`src/rtl/mem_arbiter.sv`:
```
// Arbitrates the RV32I fetch and load/store ports onto one single-port memory,
// one outstanding transaction at a time, with a fetch starvation guard and a wait timeout.
module mem_arbiter #(
  parameter int unsigned ADDR_WIDTH   = 32,
  parameter int unsigned DATA_WIDTH   = 32,
  parameter int unsigned MAX_D_STREAK = 4,
  parameter int unsigned TIMEOUT      = 255
) (
  input  logic                    clk,
  input  logic                    rst_n,
  input  logic                    if_req_i,
  input  logic [ADDR_WIDTH-1:0]   if_addr_i,
  output logic                    if_valid_o,
  output logic [DATA_WIDTH-1:0]   if_rdata_o,
  input  logic                    d_req_i,
  input  logic                    d_we_i,
  input  logic [ADDR_WIDTH-1:0]   d_addr_i,
  input  logic [DATA_WIDTH-1:0]   d_wdata_i,
  input  logic [DATA_WIDTH/8-1:0] d_be_i,
  output logic                    d_valid_o,
  output logic [DATA_WIDTH-1:0]   d_rdata_o,
  output logic                    mem_req_o,
  output logic                    mem_we_o,
  output logic [ADDR_WIDTH-1:0]   mem_addr_o,
  output logic [DATA_WIDTH-1:0]   mem_wdata_o,
  output logic [DATA_WIDTH/8-1:0] mem_be_o,
  input  logic [DATA_WIDTH-1:0]   mem_rdata_i,
  input  logic                    mem_ready_i,
  output logic                    stall_o,
  output logic                    err_o
);

  localparam int unsigned BE_WIDTH = DATA_WIDTH / 8;
  localparam int unsigned SW       = $clog2(MAX_D_STREAK + 1);
  localparam int unsigned WW       = (TIMEOUT > 0) ? $clog2(TIMEOUT + 1) : 1;
  localparam logic [SW-1:0] STREAK_MAX = SW'(MAX_D_STREAK);
  localparam logic [WW-1:0] WAIT_LIMIT = WW'(TIMEOUT);

  typedef enum logic [1:0] {
    IDLE,
    IF_BUSY,
    D_BUSY
  } state_t;

  state_t                  state_q, state_d;
  logic [ADDR_WIDTH-1:0]   addr_q, addr_d;
  logic                    we_q, we_d;
  logic [DATA_WIDTH-1:0]   wdata_q, wdata_d;
  logic [BE_WIDTH-1:0]     be_q, be_d;
  logic [SW-1:0]           streak_q, streak_d;
  logic [WW-1:0]           wait_q, wait_d;
  logic [WW-1:0]           wait_inc;
  logic                    if_valid_d, d_valid_d, err_d;
  logic [DATA_WIDTH-1:0]   if_rdata_d, d_rdata_d;
  logic                    if_pend, d_pend, busy, abort;

  // A request seen in the same cycle as its own response pulse is the old one.
  assign if_pend  = if_req_i & ~if_valid_o;
  assign d_pend   = d_req_i & ~d_valid_o;
  assign busy     = (state_q != IDLE);
  assign wait_inc = wait_q + 1'b1;
  assign abort    = (TIMEOUT != 0) && busy && !mem_ready_i && (wait_inc == WAIT_LIMIT);

  assign stall_o     = if_pend | d_pend;
  assign mem_req_o   = busy;
  assign mem_we_o    = busy & we_q;
  assign mem_addr_o  = busy ? addr_q  : '0;
  assign mem_wdata_o = busy ? wdata_q : '0;
  assign mem_be_o    = busy ? be_q    : '0;

  always_comb begin
    state_d    = state_q;
    addr_d     = addr_q;
    we_d       = we_q;
    wdata_d    = wdata_q;
    be_d       = be_q;
    streak_d   = streak_q;
    wait_d     = wait_q;
    if_valid_d = 1'b0;
    d_valid_d  = 1'b0;
    err_d      = 1'b0;
    if_rdata_d = if_rdata_o;
    d_rdata_d  = d_rdata_o;

    case (state_q)
      IDLE: begin
        if (d_pend && (!if_pend || streak_q != STREAK_MAX)) begin
          state_d = D_BUSY;
          addr_d  = d_addr_i;
          we_d    = d_we_i;
          wdata_d = d_wdata_i;
          be_d    = d_be_i;
          wait_d  = '0;
          // With fetch waiting the streak is below its cap here, so it cannot overflow.
          streak_d = if_pend ? streak_q + 1'b1 : '0;
        end else if (if_pend) begin
          state_d  = IF_BUSY;
          addr_d   = if_addr_i;
          we_d     = 1'b0;
          wdata_d  = '0;
          be_d     = '1;
          wait_d   = '0;
          streak_d = '0;
        end
      end

      IF_BUSY, D_BUSY: begin
        if (mem_ready_i) begin
          state_d = IDLE;
          if (state_q == IF_BUSY) begin
            if_valid_d = 1'b1;
            if_rdata_d = mem_rdata_i;
          end else begin
            d_valid_d = 1'b1;
            d_rdata_d = mem_rdata_i;
          end
        end else if (abort) begin
          state_d = IDLE;
          err_d   = 1'b1;
          if (state_q == IF_BUSY) begin
            if_valid_d = 1'b1;
            if_rdata_d = '0;
          end else begin
            d_valid_d = 1'b1;
            d_rdata_d = '0;
          end
        end else begin
          wait_d = wait_inc;
        end
      end

      default: state_d = IDLE;
    endcase
  end

  always_ff @(posedge clk or negedge rst_n) begin
    if (!rst_n) begin
      state_q    <= IDLE;
      addr_q     <= '0;
      we_q       <= 1'b0;
      wdata_q    <= '0;
      be_q       <= '0;
      streak_q   <= '0;
      wait_q     <= '0;
      if_valid_o <= 1'b0;
      if_rdata_o <= '0;
      d_valid_o  <= 1'b0;
      d_rdata_o  <= '0;
      err_o      <= 1'b0;
    end else begin
      state_q    <= state_d;
      addr_q     <= addr_d;
      we_q       <= we_d;
      wdata_q    <= wdata_d;
      be_q       <= be_d;
      streak_q   <= streak_d;
      wait_q     <= wait_d;
      if_valid_o <= if_valid_d;
      if_rdata_o <= if_rdata_d;
      d_valid_o  <= d_valid_d;
      d_rdata_o  <= d_rdata_d;
      err_o      <= err_d;
    end
  end

endmodule

```
`config.mk`:
```
export PLATFORM = sky130hd
export DESIGN_NAME = mem_arbiter
export DESIGN_NICKNAME = d
export VERILOG_FILES = /design/src/rtl/mem_arbiter.sv
export SDC_FILE = /design/constraint.sdc
export NUM_CORES = 1
export LEC_CHECK = 0
export BUFFER_PORTS_ARGS = -buffer_cell sky130_fd_sc_hd__buf_2
export CAP_MARGIN = 20
export CORE_MARGIN = 5
export CORE_UTILIZATION = 48
export CTS_CLUSTER_DIAMETER = 200
export CTS_CLUSTER_SIZE = 28
export DETAILED_ROUTE_END_ITERATION = 7
export PLACE_DENSITY = 0.83
export SLEW_MARGIN = 5
export SYNTH_ARGS = -nofsm -noshare
export SYNTH_HDL_FRONTEND = slang
export SYNTH_SLANG_ARGS = --single-unit
```
`constraint.sdc`:
```
create_clock -name clk -period 2.85 [get_ports clk]
set_input_delay 0.4275 -clock clk [delete_from_list [all_inputs] [get_ports clk]]
set_output_delay 0.4275 -clock clk [all_outputs]
set_load 0.1 [all_outputs]
```
==> results of run 1 <==
## path summary, 6_finish.rpt
path                                        start                         end  slack (ns)  cells after the start
setup / recovery           state_q[1]$_DFFE_PN0P_                   mem_req_o        0.31                      5
setup reg to reg            wait_q[1]$_DFFE_PN0P_  if_rdata_o[14]$_DFFE_PN0P_        0.36                      7
hold / removal                          d_be_i[2]         be_q[2]$_DFFE_PN0P_        0.23                      2
min in group asynchronous                   rst_n    d_rdata_o[0]$_DFFE_PN0P_        0.55                      2
max in group asynchronous                   rst_n      addr_q[27]$_DFFE_PN0P_        1.53                      3
hold reg to reg             addr_q[3]$_DFFE_PN0P_       addr_q[3]$_DFFE_PN0P_        0.47                      2
## timing repair
action | CTS | global route
endpoints found under the hold margin | 9 | 0
resized for setup | 0 | 0
hold buffers | 1 | 0
## layer usage
layer  routed length (microns)  track usage
met1                      7390        0.282
met2                      9670        0.399
met5                         0            0
met3                      1870       0.0908
met4                       228       0.0587
## placed cells by master, fill, tap and decap left out, types with 3 or more instances in the layout
cell,Yosys,layout
sky130_fd_sc_hd__nand2b_1,7,7
sky130_fd_sc_hd__buf_2,4,273
sky130_fd_sc_hd__a22o_1,37,37
sky130_fd_sc_hd__o22a_1,4,4
sky130_fd_sc_hd__and2_1,4,4
sky130_fd_sc_hd__nor2_1,5,4
sky130_fd_sc_hd__nand2_1,38,37
sky130_fd_sc_hd__buf_4,0,10
sky130_fd_sc_hd__dfrtp_1,149,149
sky130_fd_sc_hd__clkinv_2,0,4
sky130_fd_sc_hd__inv_6,0,3
sky130_fd_sc_hd__clkbuf_16,0,17
sky130_fd_sc_hd__a32o_1,66,66
sky130_fd_sc_hd__ha_1,6,5
sky130_fd_sc_hd__o21ai_0,43,43
sky130_fd_sc_hd__nand3_1,6,6
sky130_fd_sc_hd__buf_12,0,4
sky130_fd_sc_hd__nor2b_1,72,71
sky130_fd_sc_hd__a22oi_1,32,32
sky130_fd_sc_hd__inv_1,10,10
## stage by stage
stage,util,hold WS [ns],setup slack (ns),cell area (sq um)
4_1_cts,0.651,0.209,0.265,8630
2_1_floorplan,-,0.132,0.0401,6500
3_5_place_dp,0.606,0.439,0.405,8030
5_1_grt,0.651,0.216,0.158,8630
6_report,0.651,0.227,0.305,8630
3_3_place_gp,0.606,0.435,0.487,8030
## logic make-up (layout without fill, tap and decap cells)
logic type                 Yosys count  in the layout  synth area share
adders and majority gates            6              6            0.0115
muxes                                1              1           0.00154
DFF                                149            149             0.573
AOI/OAI and AO/OA                  194            194             0.244
and+or+nand+nor                    143            143             0.122
buffers and inverters               62            331            0.0448
xor gates and xnor gates             2              2           0.00269
## sequential cells by signal, summed over array words and instances (netlist names)
signal      count
wait_q          8
if_valid_o      1
we_q            1
state_q         2
d_valid_o       1
addr_q         32
d_rdata_o      32
be_q            4
if_rdata_o     32
err_o           1
streak_q        3
wdata_q        32
## area by class of cell
cell class,count,area [sq um]
Clock buffer,18,439
Clock inverter,14,150
Fill cell,1073,4620
Inverter,10,37.5
Multi-Input combinational cell,346,2510
Sequential cell,149,3730
Tap cell,176,220
Timing Repair Buffer,289,1540
==> run summary, run 1 <==
status = finished clean
cells after synthesis = 557
ratio of routed vias to standard cells = 5.63
total via count in the routed design = 5646
Clock Skews = 0.00868 ns
arrival time worst endpoint = 2.12 ns
maximum fanout along the worst path = 77
maximum frequency from static timing analysis = 0.393 GHz
number of clock buffers inserted by TritonCTS = 17
fraction of the yosys area taken by sequential cells = 0.573
number of flip-flops and latches in the synthesized netlist = 149
average cell area after synthesis = 11.7 sq um
detailed-router iteration count before antenna repair = 5
data required time of the worst path = 2.42 ns
most numerous cell in the Yosys netlist = sky130_fd_sc_hd__dfrtp_1
area of the die = 0.0160 sq mm
most instantiated flip-flop cell in the synthesis netlist = sky130_fd_sc_hd__dfrtp_1
DRC marker count from the first detailed-route iteration = 491
hold violation total from the final report = 0
Buffers & Inverters on Critical Path = 4
final-stage net count = 957
CTS tree = built
number of rows created at floorplan = 42
final setup violation count = 0
Max Cap Violations = 0
core box area = 0.0132 sq mm
number of slew-limit violations in the final report = 0
portion of synthesized cell area occupied by the leading cell type = 0.573
ports placed on the boundary = 276
period utilisation layout = 0.893
DRC = 0
wire length of the first global-routing pass = 30200 microns
instance count after placement with tap cells included = 969
Min Clock Period, post-route = 2.54 ns
count of buffers added by post-CTS timing repair for setup = 0
proportion of register bits with asynchronous set or reset after synthesis = 1.00
overflow left after global routing = 0
Max stage delay cell, worst path = sky130_fd_sc_hd__inv_1
post-route setup TNS = 0 ns
final standard cell count with taps included and fillers excluded = 1002
vias in the first global route = 5758
clk sink count = 149
post-route antenna net violation count = 0
clock latency on the worst-skew pair = 0.42 ns
fraction of layout cells with a size suffix above 1 = 0.401
CTS clk-pin slew, worst paths = 0.06 ns
CTS Buffer Depth = 2
routed length per placed instance = 19.1 microns
kind of launch point of the worst setup path = flip-flop
antenna violations before repair = 0
routed wire length = 19200 microns
Total Routing Usage GR = 0.235
Layout area overhead = 32.6%
transition time of the tightest slew-check pin = 0.947 ns
maximum level of the CTS H-tree = 4
type of element capturing the critical path = output pin
library cells used by synthesis = 39
overall die width = 126 microns
Hold/Removal Path Class = in -> reg
ordered cell list for the critical path = inv_1, ha_2, buf_12, inv_1, buf_12
count of flip-flops with a built-in enable after synthesis = 0
root buffer selected by CTS = sky130_fd_sc_hd__clkbuf_16
biggest area consumer among synthesized cells = sky130_fd_sc_hd__dfrtp_1
initial core utilization = 0.491
weighted congestion reported at the end of routability-driven placement = 0.787
input/output buffers = 275
dominant cells by area after synthesis = sky130_fd_sc_hd__dfrtp_1 57%, sky130_fd_sc_hd__a32o_1 10%, sky130_fd_sc_hd__nor2b_1 6.9%
Cell Area, Synth = 0.00650 sq mm
count of warnings emitted by yosys = 0
unrepaired setup endpoints after global routing = false
Slew headroom = 0.366
critical setup path kind = reg -> out
family with the most delay on the worst path = buffers and inverters
max incr delay on CP = 0.38 ns
total nets after synthesis = 701
commonest cells in the synthesized netlist = 149 x sky130_fd_sc_hd__dfrtp_1, 72 x sky130_fd_sc_hd__nor2b_1, 66 x sky130_fd_sc_hd__a32o_1, 43 x sky130_fd_sc_hd__o21ai_0, 40 x sky130_fd_sc_hd__clkbuf_1
Die Y-Extent = 126 microns
antenna diode instance count = 0
Detailed Place HPWL = 13400 microns
largest net degree at the start of global routing = 78
Power of run 1 is left out: the tool's default activity adds up to more than one toggle a clock period on the data nets, which glitch-free logic cannot reach.
==> inputs of run 2 (changes only) <==
--- a/config.mk
+++ b/config.mk
@@ -8,11 +8,13 @@
 export BUFFER_PORTS_ARGS = -buffer_cell sky130_fd_sc_hd__buf_2
 export CAP_MARGIN = 20
 export CORE_MARGIN = 5
-export CORE_UTILIZATION = 48
+export CORE_UTILIZATION = 50
+export CTS_BUF_LIST = sky130_fd_sc_hd__clkbuf_8
 export CTS_CLUSTER_DIAMETER = 200
 export CTS_CLUSTER_SIZE = 28
 export DETAILED_ROUTE_END_ITERATION = 7
-export PLACE_DENSITY = 0.83
+export GPL_TIMING_DRIVEN = 1
+export PLACE_DENSITY = 0.86
 export SLEW_MARGIN = 5
 export SYNTH_ARGS = -nofsm -noshare
 export SYNTH_HDL_FRONTEND = slang
==> run 2 against run 1 <==
Net effect:
- final cell count fell by 0.50%
- first-iteration DRC count rose by 6.9%
- wire length fell by 1.9%
- fmax up 4.3%
- hold slack lost 0.020 ns
- critical path depth unchanged
- global-route usage rose by 0.69 points
- highest routed layer unchanged
==> run summary, run 2 (synthesis results as in run 1) <==
status = finished clean
pre-CTS WS = 0.462 ns
kind of launch point of the worst setup path = flip-flop
routed wire length = 18800 microns
Hold/Removal Path Class = in -> reg
antenna violations before repair = 0
post-route setup TNS = 0 ns
largest net degree at the start of global routing = 78
DRC = 0
most common cell after layout, fill and taps aside = sky130_fd_sc_hd__buf_2
maximum fanout along the worst path = 77
critical setup path kind = reg -> out
arrival time worst endpoint = 2.01 ns
count of buffers added by post-CTS timing repair for setup = 0
final setup violation count = 0
clock latency on the worst-skew pair = 0.43 ns
type of element capturing the critical path = output pin
max incr delay on CP = 0.47 ns
unrepaired setup endpoints after global routing = false
final core area utilization = 0.668
routed length per placed instance = 18.8 microns
DRC marker count from the first detailed-route iteration = 525
overflow left after global routing = 0
instance count after placement with tap cells included = 964
area of the die = 0.0154 sq mm
maximum frequency from static timing analysis = 0.410 GHz
root buffer selected by CTS = sky130_fd_sc_hd__clkbuf_8
detailed-router iteration count before antenna repair = 5
wire length of the first global-routing pass = 28500 microns
ports placed on the boundary = 276
Total Routing Usage GR = 0.242
ordered cell list for the critical path = inv_1, ha_2, buf_12, nor2b_1, buf_2
core box area = 0.0127 sq mm
number of clock buffers inserted by TritonCTS = 17
Layout area overhead = 30.2%
Slew headroom = 0.376
commonest cells after routing, fill and taps aside = 273 x sky130_fd_sc_hd__buf_2, 149 x sky130_fd_sc_hd__dfrtp_1, 71 x sky130_fd_sc_hd__nor2b_1
number of rows created at floorplan = 41
Die Y-Extent = 124 microns
weighted congestion reported at the end of routability-driven placement = 0.778
hold violation total from the final report = 0
clk sink count = 149
Max stage delay cell, worst path = sky130_fd_sc_hd__buf_2
fraction of layout cells with a size suffix above 1 = 0.399
CTS Buffer Depth = 2
number of slew-limit violations in the final report = 0
initial core utilization = 0.513
final-stage net count = 956
vias in the first global route = 5503
post-route antenna net violation count = 0
ratio of routed vias to standard cells = 5.57
maximum level of the CTS H-tree = 4
Detailed Place HPWL = 13300 microns
overall die width = 124 microns
CTS clk-pin slew, worst paths = 0.08 ns
total via count in the routed design = 5550
Max Cap Violations = 0
transition time of the tightest slew-check pin = 0.933 ns
final setup slack of the worst path = 0.411 ns
Clock Skews = 0.00788 ns
CTS tree = built
Min Clock Period, post-route = 2.44 ns
final standard cell count with taps included and fillers excluded = 997
period utilisation layout = 0.856
data required time of the worst path = 2.42 ns
antenna diode instance count = 0
input/output buffers = 275
==> run 2: path summary, 6_finish.rpt <==
path,to,startpoint,cells past startpoint,slack [ns]
min in group asynchronous,d_rdata_o[25]$_DFFE_PN0P_,rst_n,2,0.51
worst min register to register,addr_q[19]$_DFFE_PN0P_,addr_q[19]$_DFFE_PN0P_,2,0.47
worst max-delay path,mem_wdata_o[3],state_q[1]$_DFFE_PN0P_,5,0.41
max in group asynchronous,addr_q[16]$_DFFE_PN0P_,rst_n,3,1.57
worst min-delay path,be_q[1]$_DFFE_PN0P_,d_be_i[1],2,0.21
worst max register to register,if_rdata_o[26]$_DFFE_PN0P_,wait_q[0]$_DFFE_PN0P_,7,0.43
==> run 2: per-layer routing <==
metal / vias up / part of all wire / global-route usage
met5: - / 0 / 0
met4: 0 / 0.011 / 0.0719
met3: 14 / 0.10 / 0.0886
met2: 229 / 0.50 / 0.402
met1: 2734 / 0.39 / 0.296
li1: 2573 / - / -
==> run 2: layout make-up <==
| type | count | area (sq um) |
|---|---|---|
| timing repair buffer | 288 | 1540 |
| sequential | 149 | 3730 |
| tap | 172 | 215 |
| multi-input combinational | 346 | 2510 |
| clock buffer | 19 | 262 |
| clock inverter | 13 | 180 |
| fill | 1035 | 4200 |
| inverter | 10 | 37.5 |
==> run 2: stage by stage <==
step / hold WS, ns / cell area, sq um
global route: 0.174 / 8470
detailed placement: 0.407 / 8020
finish: 0.207 / 8470
global placement: 0.409 / 8020
floorplan: 0.132 / 6500
CTS: 0.167 / 8470
==> run 2: timing repair <==
| action | CTS | global route |
|---|---|---|
| hold buffers | 1 | 0 |
| hold endpoints to repair | 53 | 0 |
| resized for setup | 0 | 0 |
==> run 2: worst max-delay path, delay by kind of cell, from the launching register on <==
family | cells | cell delay [ns]
adders and majority gates | 1 | 0.19
DFF | 1 | 0.36
and+or+nand+nor | 1 | 0.23
buffers and inverters | 3 | 0.73
Power of run 2 is left out for the same reason.
==> inputs of run 3 (changes only) <==
==> config.mk (replaced) <==
export PLATFORM = sky130hd
export DESIGN_NAME = mem_arbiter
export DESIGN_NICKNAME = d
export VERILOG_FILES = /design/src/rtl/mem_arbiter.sv
export SDC_FILE = /design/constraint.sdc
export NUM_CORES = 1
export LEC_CHECK = 0
export CAP_MARGIN = 20
export CORE_MARGIN = 5
export CORE_UTILIZATION = 60
export CTS_BUF_LIST = sky130_fd_sc_hd__clkbuf_8
export CTS_CLUSTER_DIAMETER = 200
export CTS_CLUSTER_SIZE = 28
export DETAILED_ROUTE_END_ITERATION = 7
export DONT_BUFFER_PORTS = 1
export GPL_TIMING_DRIVEN = 1
export PLACE_DENSITY = 0.79
export SLEW_MARGIN = 5
export SYNTH_ARGS = -nofsm -noshare
export SYNTH_HDL_FRONTEND = slang
export SYNTH_SLANG_ARGS = --single-unit
export TNS_END_PERCENT = 30
==> run 3 against run 2 <==
Net effect:
- the run now ends with negative hold slack left
- critical path depth grew 2
- critical path type is now reg -> reg
- count of clock-buffer cells in the layout shrank 2
- fmax grew 0.40%
- first-iteration DRC count shrank 27%
- final cell count shrank 24%
- wire length shrank 9.3%
- hold slack lost 0.53 ns
- via count shrank 12%
==> run summary, run 3 (synthesis results as in run 1) <==
status = complete, but fails checks
failing checks = negative hold slack
maximum fanout along the worst path = 33
final setup violation count = 0
Clock Skews = 0.0128 ns
overflow left after global routing = 0
DRC marker count from the first detailed-route iteration = 381
wire length of the first global-routing pass = 26600 microns
largest net degree at the start of global routing = 150
hold violation total from the final report = 149
overall die width = 114 microns
input/output buffers = 0
Slew headroom = 0.351
ordered cell list for the critical path = ha_1, nand3_2, o21ai_0, a211oi_2, buf_4, o21ai_4, a32o_1
max incr delay on CP = 0.69 ns
maximum level of the CTS H-tree = 4
CTS tree = built
type of element capturing the critical path = flip-flop
R2R Setup Slk = 0.42 ns
CTS clk-pin slew, worst paths = 0.09 ns
transition time of the tightest slew-check pin = 0.974 ns
area occupied by multi-input gates = 0.00269 sq mm
post-route setup TNS = 0 ns
DRC = 0
vias in the first global route = 4944
routed wire length = 17000 microns
final-stage net count = 749
antenna violations before repair = 0
unrepaired setup endpoints after global routing = false
post-cts resize count = 0
Worst R2R Start = wait_q[1]$_DFFE_PN0P_
Detailed Place HPWL = 11600 microns
FF-to-FF path depth = 7
post-route antenna net violation count = 0
count of buffers added by post-CTS timing repair for setup = 0
CTS Buffer Depth = 2
Die Y-Extent = 114 microns
initial core utilization = 0.605
detailed-router iteration count before antenna repair = 5
Buffers & Inverters on Critical Path = 1
fraction of layout cells with a size suffix above 1 = 0.314
clk sink count = 149
terminus of the critical flop-to-flop path = d_rdata_o[17]$_DFFE_PN0P_
final standard cell count with taps included and fillers excluded = 758
antenna diode instance count = 0
Total Routing Usage GR = 0.259
data required time of the worst path = 3.22 ns
commonest cells after routing, fill and taps aside = 149 x sky130_fd_sc_hd__dfrtp_1, 80 x sky130_fd_sc_hd__buf_4, 70 x sky130_fd_sc_hd__nor2b_2
number of rows created at floorplan = 38
ports placed on the boundary = 276
smallest hold slack = -0.320 ns
layout filler cell count = 776
routed length per placed instance = 22.5 microns
total via count in the routed design = 4888
Sequential Area = 0.00373 sq mm
Max stage delay cell, worst path = sky130_fd_sc_hd__o21ai_4
most common cell after layout, fill and taps aside = sky130_fd_sc_hd__dfrtp_1
critical setup path kind = reg -> reg
kind of launch point of the worst setup path = flip-flop
Layout area overhead = 17.7%
Hold/Removal Path Class = in -> async
maximum frequency from static timing analysis = 0.412 GHz
weighted congestion reported at the end of routability-driven placement = 0.895
number of slew-limit violations in the final report = 0
period utilisation layout = 0.852
core box area = 0.0107 sq mm
Min Clock Period, post-route = 2.43 ns
ratio of routed vias to standard cells = 6.45
root buffer selected by CTS = sky130_fd_sc_hd__clkbuf_8
Max Cap Violations = 0
area of the die = 0.0130 sq mm
family with the most delay on the worst path = compound AO/OA/AOI/OAI gates
arrival time worst endpoint = 2.80 ns
instance count after placement with tap cells included = 726
clock latency on the worst-skew pair = 0.44 ns
number of clock buffers inserted by TritonCTS = 17
-- run 3: cell type report --
class	instances	area share
multi-input cells	346	0.352
repair buffers	81	0.0811
well taps	140	0.0229
inverters	10	0.00490
clock inverters	15	0.0219
clock buffers	17	0.0306
flip-flops and latches	149	0.487
-- run 3: how the worst max path moves through the flow --
stage / startpoint / end / cells after the start
5_1_grt: wait_q[1]$_DFFE_PN0P_ / d_rdata_o[20]$_DFFE_PN0P_ / 7
4_1_cts: state_q[1]$_DFFE_PN0P_ / mem_req_o / 5
2_1_floorplan: state_q[0]$_DFFE_PN0P_ / mem_addr_o[10] / 5
6_report: wait_q[1]$_DFFE_PN0P_ / d_rdata_o[17]$_DFFE_PN0P_ / 7
3_5_place_dp: wait_q[1]$_DFFE_PN0P_ / d_rdata_o[17]$_DFFE_PN0P_ / 7
3_3_place_gp: wait_q[1]$_DFFE_PN0P_ / if_rdata_o[19]$_DFFE_PN0P_ / 7
-- run 3: per-stage QoR --
step	worst slack, ns	hold WS (ns)	cell area (sq um)	utilization
floorplan	0.0401	0.132	6500	-
global placement	0.622	0.135	7250	0.675
detailed placement	0.473	0.135	7250	0.675
CTS	0.413	-0.357	7650	0.712
global route	0.164	-0.355	7650	0.712
finish	0.421	-0.320	7650	0.712
-- run 3: metal layers --
| metal | part of all wire | track usage | wire (microns) |
|---|---|---|---|
| met4 | 0.018 | 0.0895 | 314 |
| met5 | 0 | 0 | 0 |
| met3 | 0.11 | 0.101 | 1920 |
| met2 | 0.50 | 0.421 | 8520 |
| met1 | 0.37 | 0.317 | 6290 |
Power of run 3 is left out for the same reason.
